===== src/rtl/op_mode_scheduler_if.sv =====
// ---------------------------------------------------------------------------
// op_mode_scheduler_if
// Handshake bundle between the controller (master) and op_mode_scheduler
// (slave), used for mode-switch requests.
//   req_valid     : master -> slave, a switch request is present
//   req_ready     : slave -> master, request accepted when valid && ready
//   req_mode      : master -> slave, requested mode (0 normal, 1 STM)
//   req_immediate : master -> slave, ignore req_time and switch on next boundary
//   req_time      : master -> slave, earliest SYS_TIME at which to switch
//   cancel        : master -> slave, abort a pending request
// ---------------------------------------------------------------------------
interface op_mode_scheduler_if;
  logic        req_valid;
  logic        req_ready;
  logic        req_mode;
  logic        req_immediate;
  logic [63:0] req_time;
  logic        cancel;

  modport master (
    output req_valid,
    output req_mode,
    output req_immediate,
    output req_time,
    output cancel,
    input  req_ready
  );

  modport slave (
    input  req_valid,
    input  req_mode,
    input  req_immediate,
    input  req_time,
    input  cancel,
    output req_ready
  );
endinterface : op_mode_scheduler_if


===== src/rtl/op_mode_scheduler.sv =====
// ---------------------------------------------------------------------------
// op_mode_scheduler
// Sequences the normal/STM datapath select so that the duty/phase mux only
// changes on an ultrasound-period boundary of the system time. Timed requests
// let every device on a chain switch in the same period; a watchdog event
// forces normal mode immediately.
//
// Ports:
//   i_clk          : clk_l domain clock
//   i_reset_n      : synchronous, active-low reset
//   io_req         : request handshake (slave side of op_mode_scheduler_if)
//   i_sys_time     : synchronized system time, may step by more than 1/clk
//   i_wdt_assert   : watchdog fired, overrides everything
//   o_op_mode      : applied mode to the datapath mux (0 normal, 1 STM)
//   o_switch_pulse : one-cycle pulse in the cycle o_op_mode changes
//   o_busy         : a request is pending
//   o_late         : sticky, last accepted timed request was already due
//   o_forced       : watchdog override active
//   o_switch_count : number of applied mode changes, wraps
// ---------------------------------------------------------------------------
module op_mode_scheduler #(
  parameter int PERIOD_BITS = 12,
  parameter int CNT_WIDTH   = 16
) (
  input  logic                 i_clk,
  input  logic                 i_reset_n,
  op_mode_scheduler_if.slave   io_req,
  input  logic [63:0]          i_sys_time,
  input  logic                 i_wdt_assert,
  output logic                 o_op_mode,
  output logic                 o_switch_pulse,
  output logic                 o_busy,
  output logic                 o_late,
  output logic                 o_forced,
  output logic [CNT_WIDTH-1:0] o_switch_count
);

  typedef enum logic [2:0] {
    ST_IDLE      = 3'd0,
    ST_WAIT_TIME = 3'd1,
    ST_WAIT_BND  = 3'd2,
    ST_APPLY     = 3'd3,
    ST_FORCE     = 3'd4
  } state_t;

  // Registered state
  state_t                 r_state;
  logic [PERIOD_BITS-1:0] r_prev_lsb;
  logic                   r_bnd_en;
  logic                   r_mode;
  logic [63:0]            r_time;
  logic                   r_op_mode;
  logic                   r_pulse;
  logic                   r_busy;
  logic                   r_late;
  logic                   r_forced;
  logic                   r_req_ready;
  logic [CNT_WIDTH-1:0]   r_count;

  // Combinational helpers
  logic [PERIOD_BITS-1:0] w_cur_lsb;
  logic                   w_bnd;
  logic                   w_accept;
  logic                   w_time_reached;
  logic                   w_req_due;
  state_t                 w_next_state;
  logic                   w_new_mode;
  logic                   w_change;

  // A boundary is a wrap of the period LSBs; comparing against the previous
  // sample tolerates multi-tick steps. r_bnd_en masks the first post-reset
  // cycle, where r_prev_lsb does not hold a real sample yet.
  assign w_cur_lsb      = i_sys_time[PERIOD_BITS-1:0];
  assign w_bnd          = r_bnd_en && (w_cur_lsb < r_prev_lsb);
  // r_req_ready is only ever high while in IDLE, so it qualifies acceptance.
  assign w_accept       = io_req.req_valid && r_req_ready;
  assign w_time_reached = (i_sys_time >= r_time);
  assign w_req_due      = (io_req.req_time <= i_sys_time);

  // Next-state and mode-change decode; watchdog overrides every state.
  always_comb begin
    w_next_state = r_state;
    w_new_mode   = r_op_mode;
    w_change     = 1'b0;
    if (i_wdt_assert) begin
      w_next_state = ST_FORCE;
      if (r_op_mode) begin
        w_new_mode = 1'b0;
        w_change   = 1'b1;
      end else begin
        w_change   = 1'b0;
      end
    end else begin
      case (r_state)
        ST_IDLE: begin
          // CANCEL is ignored in IDLE, so a simultaneous request is accepted.
          if (w_accept) begin
            w_next_state = io_req.req_immediate ? ST_WAIT_BND : ST_WAIT_TIME;
          end else begin
            w_next_state = ST_IDLE;
          end
        end
        ST_WAIT_TIME: begin
          if (io_req.cancel) begin
            w_next_state = ST_IDLE;
          end else if (w_time_reached) begin
            // Any boundary in this same cycle is not used: WAIT_BND only
            // looks at boundaries from the next cycle on.
            w_next_state = ST_WAIT_BND;
          end else begin
            w_next_state = ST_WAIT_TIME;
          end
        end
        ST_WAIT_BND: begin
          if (io_req.cancel) begin
            w_next_state = ST_IDLE;
          end else if (w_bnd) begin
            w_next_state = ST_APPLY;
          end else begin
            w_next_state = ST_WAIT_BND;
          end
        end
        ST_APPLY: begin
          w_next_state = ST_IDLE;
          if (r_mode != r_op_mode) begin
            w_new_mode = r_mode;
            w_change   = 1'b1;
          end else begin
            w_change   = 1'b0;
          end
        end
        ST_FORCE: begin
          // Reaching here means the watchdog has just deasserted.
          w_next_state = ST_IDLE;
        end
        default: begin
          w_next_state = ST_IDLE;
        end
      endcase
    end
  end

  // FSM state register.
  always_ff @(posedge i_clk) begin
    if (!i_reset_n) begin
      r_state <= ST_IDLE;
    end else begin
      r_state <= w_next_state;
    end
  end

  // Period-boundary tracker: previous LSB sample and post-reset mask.
  always_ff @(posedge i_clk) begin
    if (!i_reset_n) begin
      r_prev_lsb <= {PERIOD_BITS{1'b0}};
      r_bnd_en   <= 1'b0;
    end else begin
      r_prev_lsb <= w_cur_lsb;
      r_bnd_en   <= 1'b1;
    end
  end

  // Request capture and the sticky LATE flag.
  always_ff @(posedge i_clk) begin
    if (!i_reset_n) begin
      r_mode <= 1'b0;
      r_time <= 64'd0;
      r_late <= 1'b0;
    end else begin
      if (w_accept) begin
        r_mode <= io_req.req_mode;
        r_time <= io_req.req_time;
      end
      // Only a timed request that is really taken updates LATE; a request
      // swallowed by the watchdog in the same cycle leaves it alone.
      if (w_next_state == ST_WAIT_TIME && r_state == ST_IDLE) begin
        r_late <= w_req_due;
      end
    end
  end

  // Applied mode, switch pulse and switch counter.
  always_ff @(posedge i_clk) begin
    if (!i_reset_n) begin
      r_op_mode <= 1'b0;
      r_pulse   <= 1'b0;
      r_count   <= {CNT_WIDTH{1'b0}};
    end else begin
      r_op_mode <= w_new_mode;
      r_pulse   <= w_change;
      if (w_change) begin
        r_count <= r_count + {{(CNT_WIDTH-1){1'b0}}, 1'b1};
      end
    end
  end

  // Status flags, all derived from the state being entered.
  always_ff @(posedge i_clk) begin
    if (!i_reset_n) begin
      r_busy      <= 1'b0;
      r_forced    <= 1'b0;
      r_req_ready <= 1'b0;
    end else begin
      r_busy      <= (w_next_state == ST_WAIT_TIME) ||
                     (w_next_state == ST_WAIT_BND)  ||
                     (w_next_state == ST_APPLY);
      r_forced    <= (w_next_state == ST_FORCE);
      r_req_ready <= (w_next_state == ST_IDLE);
    end
  end

  assign io_req.req_ready = r_req_ready;
  assign o_op_mode        = r_op_mode;
  assign o_switch_pulse   = r_pulse;
  assign o_busy           = r_busy;
  assign o_late           = r_late;
  assign o_forced         = r_forced;
  assign o_switch_count   = r_count;

endmodule : op_mode_scheduler


===== src/flat_wrapper.sv =====
// flat-port wrapper written by rule: the top's interface ports become plain ports
module op_mode_scheduler_flat 
#(
  parameter int PERIOD_BITS = 12,
  parameter int CNT_WIDTH   = 16
)
  (i_clk, i_reset_n, i_sys_time, i_wdt_assert, o_op_mode, o_switch_pulse, o_busy, o_late, o_forced, o_switch_count, io_req_req_valid, io_req_req_mode, io_req_req_immediate, io_req_req_time, io_req_cancel, io_req_req_ready);
  op_mode_scheduler_if io_req_i ();
  input  logic i_clk;
  input  logic i_reset_n;
  input  logic [63:0] i_sys_time;
  input  logic i_wdt_assert;
  output logic o_op_mode;
  output logic o_switch_pulse;
  output logic o_busy;
  output logic o_late;
  output logic o_forced;
  output logic [CNT_WIDTH-1:0] o_switch_count;
  input wire logic [$bits(io_req_i.req_valid)-1:0] io_req_req_valid;
  input wire logic [$bits(io_req_i.req_mode)-1:0] io_req_req_mode;
  input wire logic [$bits(io_req_i.req_immediate)-1:0] io_req_req_immediate;
  input wire logic [$bits(io_req_i.req_time)-1:0] io_req_req_time;
  input wire logic [$bits(io_req_i.cancel)-1:0] io_req_cancel;
  output wire logic [$bits(io_req_i.req_ready)-1:0] io_req_req_ready;
  assign io_req_i.req_valid = io_req_req_valid;
  assign io_req_i.req_mode = io_req_req_mode;
  assign io_req_i.req_immediate = io_req_req_immediate;
  assign io_req_i.req_time = io_req_req_time;
  assign io_req_i.cancel = io_req_cancel;
  assign io_req_req_ready = io_req_i.req_ready;
  op_mode_scheduler #(.PERIOD_BITS(PERIOD_BITS), .CNT_WIDTH(CNT_WIDTH)) u_core (.i_clk(i_clk), .i_reset_n(i_reset_n), .io_req(io_req_i), .i_sys_time(i_sys_time), .i_wdt_assert(i_wdt_assert), .o_op_mode(o_op_mode), .o_switch_pulse(o_switch_pulse), .o_busy(o_busy), .o_late(o_late), .o_forced(o_forced), .o_switch_count(o_switch_count));
endmodule

===== config.mk =====
export PLATFORM = sky130hd
export DESIGN_NAME = op_mode_scheduler_flat
export DESIGN_NICKNAME = d
export VERILOG_FILES = /design/src/rtl/op_mode_scheduler_if.sv /design/src/rtl/op_mode_scheduler.sv /design/src/flat_wrapper.sv
export SDC_FILE = /design/constraint.sdc
export NUM_CORES = 1
export LEC_CHECK = 0
export CORE_UTILIZATION = 45
export CTS_CLUSTER_DIAMETER = 40
export CTS_CLUSTER_SIZE = 24
export DETAILED_ROUTE_END_ITERATION = 10
export DONT_BUFFER_PORTS = 1
export GPL_TIMING_DRIVEN = 0
export MAX_ROUTING_LAYER = met4
export SYNTH_ARGS = -nofsm -noshare
export SYNTH_HDL_FRONTEND = slang
export SYNTH_SLANG_ARGS = --single-unit
export TNS_END_PERCENT = 100

===== constraint.sdc =====
create_clock -name i_clk -period 2.3 [get_ports i_clk]
set_input_delay 0.115 -clock i_clk [delete_from_list [all_inputs] [get_ports i_clk]]
set_output_delay 0.115 -clock i_clk [all_outputs]
set_load 0.02 [all_outputs]

==> results.cfg, run 1 <==
[grt]
grt_overflow_total = 0
antenna_found_initial = 0
grt.busiest_layer = met2
grt_use_met1_pct = 30.2
met2_usage_pct = 39.6
grt_pass1_vias = 6356
grtUsageMet3_pct = 6.11
grt_usage_pct = 24.6
grt_pass1_wl_um = 30400
grt_start_max_net_pins = 18

[floorplanning]
rows = 45
die_h_um = 127
die-area_um2 = 16300
io_pins = 157
initial_core_util_pct = 46.4
fp.coreArea_um2 = 15300
die_w_um = 127

[sta]
max_freq_mhz = 437
period_share_pct = 99.6
timing_worst_slew_pin_value_ns = 0.558
finalSetupViolCount = 0
maxSlewViolCount = 0
rsz0062_at_grt = true
setup_ws_ns = 0.00974
hold_viol = 0
hold_slack_ns = 0.0185
slew_headroom_pct = 62.8
fin_crit_ns = 2.29
skew_ns = 0.00787

[yosys]
netlist_instances = 918
syn_avg_cell_area_um2 = 7.72
synth_ff_type = dfxtp_1
async_flop_share_pct = 0
synth-seq-cells = 103
synthTopCellsByArea = dfxtp_1 (29%), ha_1 (25%), nand2_1 (9.1%)
synth_top_cell_by_area = dfxtp_1
synthesis.nets = 1193
ys_warn_count = 0
synth_top_area_share_pct = 29.1
synth-seq-area-share_pct = 29.1
synth_edf_count = 0
yosysUniqueCellTypes = 56
synthesis.area_um2 = 7090

[clock_network]
clk_latency_ns = 0.35
cts_tree = done
cts.htree.levels = 3
numCtsBuffers = 9
clockBufferDepth = 2
path_clk_slew_ns = 0.07
clock-sinks = 103
cts-root-buf = clkbuf_16

[setup_path]
worstPathArrival_ns = 2.53
setup.worst_path.end_class = register
critical_path_required_ns = 2.54
worst-setup-path-type = register to register
cp_max_fo = 3
r2r_setup_slack_ns = 0.01
worst_setup_path_start_kind = register

[detailed_routing]
firstDrtPassIters = 4
via_per_inst = 5.17
drt_iter0_markers = 288
routedWlPerCell_um = 15.3
drc = 0
vias = 6360
antenna_left = 0
drt-total-wl_um = 18800

[placed_design]
io_buffers = 0
place_area_um2 = 7350
place_hpwl_um = 14300
gp_congestion = 0.818
post-place-ws_ns = -0.353

[cells_and_area]
mostFrequentLayoutCells = nand2_1 (170), inv_1 (140), ha_1 (129)
drive_gt1_share_pct = 6.08
fin_nets = 1289
layout_commonest_cell = nand2_1
fillers = 1467
stdcell_area_um2 = 8710
syn_to_final_growth_pct = 23.0
num_antenna_cells = 0

[pwr]
p_total_mw = 4.16
power_density_nw_per_um2 = 477
leakage_nw = 3.59
max-vdd-ir-drop_mv = 0.284

[run]
max-cap-violations = 0

[hold_path]
hold_class = input port to register

[outcome]
status = finished, final reports clean
## worst max-delay path: stages, from the launching register on
cell      delay (ns)
dfxtp_2         0.32
inv_1           0.04
ha_1            0.26
nand4_1         0.18
nor2_1          0.07
a221o_1         0.31
a211o_1         0.30
nor4_4          0.34
o311ai_1        0.14
and4_1          0.22
## cell families (layout without fill, tap and decap cells)
logic type,after synthesis,count (layout),share of synthesized area (%)
AOI/OAI and AO/OA,193,193,16.2
xor gates and xnor gates,13,13,1.61
adders and majority gates,140,140,24.7
buffers and inverters,166,267,8.81
DFF,103,103,29.1
muxes,2,2,0.282
and+or+nand+nor,301,301,19.3
## cell type report
cell class | instances | area, um2 | area share (%)
Tap cell | 211 | 264 | 3.03
Buffer | 25 | 95.1 | 1.09
Multi-Input combinational cell | 649 | 4640 | 53.2
Sequential cell | 103 | 2070 | 23.8
Clock inverter | 5 | 43.8 | 0.503
Timing Repair Buffer | 85 | 838 | 9.62
Inverter | 141 | 529 | 6.07
Clock buffer | 11 | 233 | 2.67
## state kept, by name (all words and copies together), names as in the netlist
| signal | flops |
|---|---|
| u_core.io_req.req_ready | 1 |
| u_core.r_mode | 1 |
| u_core.r_prev_lsb | 12 |
| u_core.o_busy | 1 |
| u_core.o_forced | 1 |
| u_core.o_late | 1 |
| u_core.r_time | 64 |
| u_core.o_switch_pulse | 1 |
| u_core.o_op_mode | 1 |
| u_core.r_bnd_en | 1 |
| u_core.r_state | 3 |
| u_core.o_switch_count | 16 |
## through the flow
step | utilization [%] | TNS, ns | instances
6_report | 57.1 | 0 | 1230
5_1_grt | 57.1 | -0.171 | 1230
4_1_cts | 56.0 | -0.0184 | 1228
3_5_place_dp | 48.2 | -0.966 | 1129
3_3_place_gp | 48.2 | -0.996 | 1129
2_1_floorplan | - | 0 | 918
## metal layers
layer  routed length [um]  vias to the layer above
li1                     -                     3299
met1                 8830                     2865
met2                 8400                      164
met3                 1190                       32
met4                  352                        0
met5                    0                        -
## cell usage after synthesis (all sizes together) (7+ instances only)
| library cell | count |
|---|---|
| ha | 140 |
| a211oi | 8 |
| nand2 | 171 |
| and2 | 8 |
| a21oi | 109 |
| nor2 | 43 |
| clkbuf | 17 |
| a21o | 13 |
| inv | 141 |
| o21ai | 32 |
| dfxtp | 103 |
| xor2 | 9 |
| nor3 | 7 |
| nor4 | 9 |
| buf | 8 |
| nand3 | 14 |
| nand4 | 24 |
## power breakdown
part | switching, mW | internal (mW) | leakage [nW] | total [mW]
Clock | 0.715 | 0.747 | 0.128 | 1.46
Combinational | 0.428 | 0.403 | 2.62 | 0.832
Sequential | 0.0282 | 1.84 | 0.842 | 1.86
Total | 1.17 | 2.99 | 3.59 | 4.16
## what timing repair did
| item | 4_1_cts | 5_1_grt |
|---|---|---|
| resized for setup | 12 | 26 |
| endpoints found under the hold margin | 83 | 0 |
| setup endpoints to repair | 4 | 5 |
| hold buffers | 80 | 0 |
| setup buffers | 3 | 2 |
| pin swaps | 9 | 15 |
## final timing paths
| path | cells after the start | to | start |
|---|---|---|---|
| setup / recovery | 9 | u_core.r_state[1] | u_core.r_time[44] |
| hold / removal | 2 | u_core.r_state[1] | i_wdt_assert |
| setup reg to reg | 9 | u_core.r_state[1] | u_core.r_time[44] |
| hold reg to reg | 2 | u_core.r_time[44] | u_core.r_time[44] |
Note: power is estimated with default switching activity, not from simulation.
==> run 2: changes to the inputs <==
--- a/config.mk
+++ b/config.mk
@@ -12,6 +12,7 @@
 export DONT_BUFFER_PORTS = 1
 export GPL_TIMING_DRIVEN = 0
 export MAX_ROUTING_LAYER = met4
+export SETUP_SLACK_MARGIN = 0.3
 export SYNTH_ARGS = -nofsm -noshare
 export SYNTH_HDL_FRONTEND = slang
 export SYNTH_SLANG_ARGS = --single-unit
==> run 2 against run 1 <==
Effect of this change:
- the run now ends with setup timing left
- cell count hardly changed
- utilization grew 1.1 points
- combinational power increased by 1%
- maximum frequency down 1.2%
- critical path type unchanged
==> results.cfg, run 2 (synthesized netlist as in run 1, its figures left out) <==
[outcome]
violations = setup timing
status = finished with violations

[floorplanning]
die-area_um2 = 16300
rows = 45
fp.coreArea_um2 = 15300
die_w_um = 127
die_h_um = 127
io_pins = 157
initial_core_util_pct = 46.4

[cells_and_area]
fin_nets = 1289
fillers = 1453
layout_commonest_cell = nand2_1
register_area_um2 = 2080
top_register = u_core.r_time
num_antenna_cells = 0
fin_cells = 1229
multiInputGateArea_um2 = 4770
mostFrequentLayoutCells = nand2_1 (171), inv_1 (135), ha_1 (123)
largest_register_ffs = 64
drive_gt1_share_pct = 8.64
final_core_util_pct = 58.2
syn_to_final_growth_pct = 25.3

[detailed_routing]
routedWlPerCell_um = 15.4
drt_iter0_markers = 221
firstDrtPassIters = 4
vias = 6309
drt-total-wl_um = 18900
drc = 0
via_per_inst = 5.13
antenna_left = 0

[grt]
grt_start_max_net_pins = 17
grtUsageMet3_pct = 5.03
met2_usage_pct = 38.2
antenna_found_initial = 0
grt_pass1_vias = 6256
grt_overflow_total = 0
grt_use_met1_pct = 32.1
grt.busiest_layer = met2
grt_usage_pct = 24.5
grt_pass1_wl_um = 30500

[setup_path]
crit_chain = inv_1 -> ha_4 -> nand4_1 -> buf_4 -> nor3_2 -> a221o_1 -> a211o_1 -> nor4_4 -> o311ai_1 -> and4_1
critPathMaxStageDelay_ns = 0.34
critPathLaunch = u_core.r_time[30]
worstPathArrival_ns = 2.57
worst-setup-path-type = register to register
cp_max_fo = 3
slowest_stage = a221o_1
r2r_start = u_core.r_time[30]
critical_path_required_ns = 2.55
worst_setup_path_start_kind = register
setup.worst_path.end_class = register

[clock_network]
clock-sinks = 103
numCtsBuffers = 9
cts-root-buf = clkbuf_16
path_clk_slew_ns = 0.07
clockBufferDepth = 2
cts_tree = done
clk_latency_ns = 0.35
cts.htree.levels = 3

[pwr]
power_density_nw_per_um2 = 480
clkPwrFrac_pct = 36.5
p_sw_share_pct = 26.9
p_total_mw = 4.26
seqPwrFrac_pct = 43.8
combPwrFrac_pct = 19.7
p_int_mw = 3.12
p_sw_mw = 1.15
max-vdd-ir-drop_mv = 0.345
leakage_nw = 3.64

[sta]
timing_worst_slew_pin_value_ns = 0.546
maxSlewViolCount = 0
slew_headroom_pct = 62.7
fin_crit_ns = 2.32
setup-tns-final_ns = -0.0184
period_share_pct = 101
hold_viol = 0
skew_ns = 0.0103
setup_ws_ns = -0.0184
finalSetupViolCount = 1
rsz0062_at_grt = true
max_freq_mhz = 431

[hold_path]
hold_class = input port to register
min_from = i_reset_n

[placed_design]
io_buffers = 0
gp_congestion = 0.825
place_hpwl_um = 14100
dp.cells = 1129

[run]
max-cap-violations = 0
[run 2: cell types whose count changed in the layout (fill, tap and decap cells not counted), moves of 5 or more]
cell     previous run  this run
dfxtp_1            96        88
inv_1             140       135
dfxtp_2             7        15
inv_2               1         6
ha_1              129       123
ha_4               11        17
[run 2: power groups by stage]
stage	logic [mW]	clock network, mW	registers [mW]
after floorplan	0.508	0	1.90
after global placement	0.651	0	1.90
after detailed placement	0.658	0	1.90
after CTS	0.804	1.61	1.86
after global routing	0.973	1.67	1.87
final	0.840	1.56	1.87
[run 2: area by class of cell]
class | count | area share (%)
Clock buffer | 11 | 2.73
Sequential cell | 103 | 23.4
Inverter | 141 | 5.96
Tap cell | 211 | 2.97
Multi-Input combinational cell | 649 | 53.7
Clock inverter | 4 | 0.606
Buffer | 25 | 1.11
Timing Repair Buffer | 85 | 9.44
[run 2: worst paths after layout]
path | cells past startpoint | slack [ns] | endpoint
worst max register to register | 10 | -0.02 | u_core.r_state[1]
worst max-delay path | 10 | -0.02 | u_core.r_state[1]
worst min register to register | 2 | 0.45 | u_core.r_time[21]
worst min-delay path | 2 | 0.04 | u_core.r_state[0]
[run 2: per-layer routing]
metal	vias to the layer above	part of all wire (%)
li1	3306	-
met1	2825	47
met2	154	45
met3	24	6.3
met4	0	1.7
met5	-	0
[run 2: worst max-delay path: cells and delay by family (launching register included)]
kind                     cells  cell delay [ns]
adder cells (fa/ha/maj)      1             0.22
AO/OA/AOI/OAI                3             0.77
AND/OR/NAND/NOR              4             0.69
flip-flops                   1             0.33
buffers and inverters        2             0.20
[run 2: stage by stage]
stage / hold WS (ns) / worst slack, ns / area (um2)
2_1_floorplan: 0.143 / 0.279 / 7130
3_3_place_gp: 0.143 / -0.319 / 7390
3_5_place_dp: 0.143 / -0.310 / 7390
4_1_cts: 0.0297 / 0.0240 / 8610
5_1_grt: 0.0791 / -0.0893 / 8880
6_report: 0.0387 / -0.0184 / 8880
[run 2: timing repair]
action	in CTS	in global routing
hold buffers	80	0
setup buffers	2	3
endpoints found under the setup margin	5	64
pin swaps	7	20
endpoints found under the hold margin	84	0
gates resized for setup	13	51
==> run 3: changes to the inputs <==
--- a/config.mk
+++ b/config.mk
@@ -5,6 +5,7 @@
 export SDC_FILE = /design/constraint.sdc
 export NUM_CORES = 1
 export LEC_CHECK = 0
+export ABC_AREA = 1
 export CORE_UTILIZATION = 45
 export CTS_CLUSTER_DIAMETER = 40
 export CTS_CLUSTER_SIZE = 24
==> run 3 against run 2 <==
Effect of this change:
- largest cell class unchanged
- the flow now finishes without violations
- register-to-register slack gained 0.38 ns
- routed wire length shrank 3.8%
- non-clock buffer count increased by 3
==> results.cfg, run 3 <==
[sta]
finalSetupViolCount = 0
skew_ns = 0.00886
period_share_pct = 84.4
hold_slack_ns = 0.00570
maxSlewViolCount = 0
fin_crit_ns = 1.94
hold_viol = 0
setup-tns-final_ns = 0
rsz0062_at_grt = true
timing_worst_slew_pin_value_ns = 0.817
slew_headroom_pct = 45.5
max_freq_mhz = 515

[setup_path]
worst_setup_path_start_kind = register
rr_worst_depth = 16
r2r-end = u_core.o_late
r2r_setup_slack_ns = 0.36
setup.worst_path.end_class = register
worst-setup-path-type = register to register
r2r_start = u_core.r_time[45]
critical_path_required_ns = 2.55
cp_max_fo = 2
worstPathArrival_ns = 2.19

[yosys]
netlist_instances = 984
synthXorXnorAreaFrac_pct = 0.246
yosysUniqueCellTypes = 35
yosys.area_share.simple_pct = 15.9
synth_top_cell_by_area = dfxtp_1
synth-adder-area-share_pct = 24.6
synth.area.mux_share_pct = 0
synth-seq-cells = 103
synthesis.nets = 1259
syn_avg_cell_area_um2 = 7.25
synth-compound-area-share_pct = 18.5
synthesis.area_um2 = 7130
ys_warn_count = 0
synth_ff_type = dfxtp_1
synth_edf_count = 0
async_flop_share_pct = 0
synth_top_area_share_pct = 28.9
synth_most_common_cell = inv_1
synth_top_family_by_area = adder cells
synth_commonest_cells = inv_1 (199), a21oi_1 (144), nand2_1 (141), ha_1 (140), dfxtp_1 (103)
synth-seq-area-share_pct = 28.9
synthTopCellsByArea = dfxtp_1 (29%), ha_1 (25%), inv_1 (10%)

[pwr]
p_sw_share_pct = 28.5
p_int_mw = 3.20
combPwrFrac_pct = 21.9
p_sw_mw = 1.27
max-vdd-ir-drop_mv = 0.364
leakage_nw = 4.17
p_total_mw = 4.47
seqPwrFrac_pct = 42.3
clkPwrFrac_pct = 35.8
power_density_nw_per_um2 = 492

[floorplanning]
fp.coreArea_um2 = 15300
die_w_um = 128
die-area_um2 = 16400
io_pins = 157
die_h_um = 128
rows = 45
initial_core_util_pct = 46.6

[cells_and_area]
syn_to_final_growth_pct = 27.4
mostFrequentLayoutCells = inv_1 (186), a21oi_1 (138), nand2_1 (125)
stdcell_area_um2 = 9080
num_antenna_cells = 0
drive_gt1_share_pct = 12.5
fin_nets = 1358
top_register = u_core.r_time
largest_register_ffs = 64
layout_commonest_cell = inv_1
fillers = 1457

[detailed_routing]
drt-total-wl_um = 18200
routedWlPerCell_um = 14.0
via_per_inst = 5.00
drc = 0
firstDrtPassIters = 4
antenna_left = 0
drt_iter0_markers = 260
vias = 6501

[grt]
grt_overflow_total = 0
grt_pass1_vias = 6180
grt_usage_pct = 23.0
grt_pass1_wl_um = 28900
antenna_found_initial = 0
grt_start_max_net_pins = 18

[clock_network]
cts.htree.levels = 3
numCtsBuffers = 9
cts_tree = done
clk_latency_ns = 0.35
clockBufferDepth = 2
cts-root-buf = clkbuf_16
path_clk_slew_ns = 0.08
clock-sinks = 103

[hold_path]
hold_path_end = u_core.r_time[33]
min_from = io_req_req_time[33]
hold_class = input port to register
hold_depth = 2

[placed_design]
place_area_um2 = 7390
place_hpwl_um = 13500
io_buffers = 0
gp_congestion = 0.821

[run]
max-cap-violations = 0

[outcome]
status = finished, final reports clean
-- run 3: logic make-up after synthesis --
family | Yosys count
flops | 103
compound gates | 255
buf+inv | 226
fa+ha+maj | 140
simple gates | 258
xor+xnor | 2
-- run 3: what timing repair did --
action | in CTS | in global routing
hold endpoints to repair | 82 | 0
resized for setup | 35 | 84
setup endpoints to repair | 34 | 36
setup buffers | 1 | 10
pin swaps | 19 | 46
hold buffers | 77 | 0
-- run 3: power groups by stage --
| stage | clock network, mW | registers [mW] | logic, mW |
|---|---|---|---|
| finish | 1.60 | 1.89 | 0.978 |
| global route | 1.72 | 1.90 | 1.13 |
| CTS | 1.65 | 1.89 | 0.899 |
| detailed placement | 0 | 1.93 | 0.747 |
| global placement | 0 | 1.93 | 0.729 |
| floorplan | 0 | 1.92 | 0.584 |
-- run 3: per-layer routing --
metal / part of all wire, % / routed length (um) / GRT usage (%)
met1: 47 / 8540 / 28.8
met2: 47 / 8580 / 38.0
met3: 4.4 / 793 / 4.84
met4: 1.4 / 261 / 5.47
met5: 0 / 0 / -
-- run 3: worst max-delay path by stage --
stage	from	end	slack, ns	depth (start not counted)
3_5_place_dp	u_core.io_req.req_ready	u_core.r_time[38]	0.11	5
4_1_cts	u_core.r_time[5]	u_core.o_late	0.30	18
3_3_place_gp	u_core.io_req.req_ready	u_core.r_time[38]	0.13	5
6_report	u_core.r_time[45]	u_core.o_late	0.36	16
2_1_floorplan	u_core.r_time[59]	u_core.o_late	0.49	17
5_1_grt	u_core.r_time[45]	u_core.o_late	0.20	16
-- run 3: layout make-up --
class | instances | area (um2) | share of cell area [%]
Timing Repair Buffer | 88 | 856 | 9.43
Buffer | 25 | 98.8 | 1.09
Sequential cell | 103 | 2080 | 22.9
Inverter | 201 | 754 | 8.31
Clock buffer | 10 | 239 | 2.63
Clock inverter | 6 | 67.6 | 0.744
Multi-Input combinational cell | 655 | 4720 | 52.0
Tap cell | 211 | 264 | 2.91
-- run 3: metrics by stage --
| stage | instances | utilization (%) | setup slack [ns] |
|---|---|---|---|
| detailed placement | 1195 | 48.3 | 0.111 |
| floorplan | 984 | - | 0.487 |
| global placement | 1195 | 48.3 | 0.132 |
| finish | 1299 | 59.3 | 0.360 |
| CTS | 1289 | 56.7 | 0.301 |
| global route | 1299 | 59.3 | 0.201 |
-- run 3: worst max-delay path, cell delays in order, from the launching register on --
cell and delay, ns:
dfxtp_2 0.32, inv_2 0.07, ha_4 0.20, a21oi_2 0.11, nor2_1 0.05, nor3_1 0.17
nand2_1 0.11, nand2_2 0.09, nand2_2 0.06, nor2_4 0.16, nand2_2 0.06, nand2_2 0.06
nand3_2 0.08, nor2_4 0.13, nand2_1 0.05, nand2_1 0.06, nor2_1 0.05
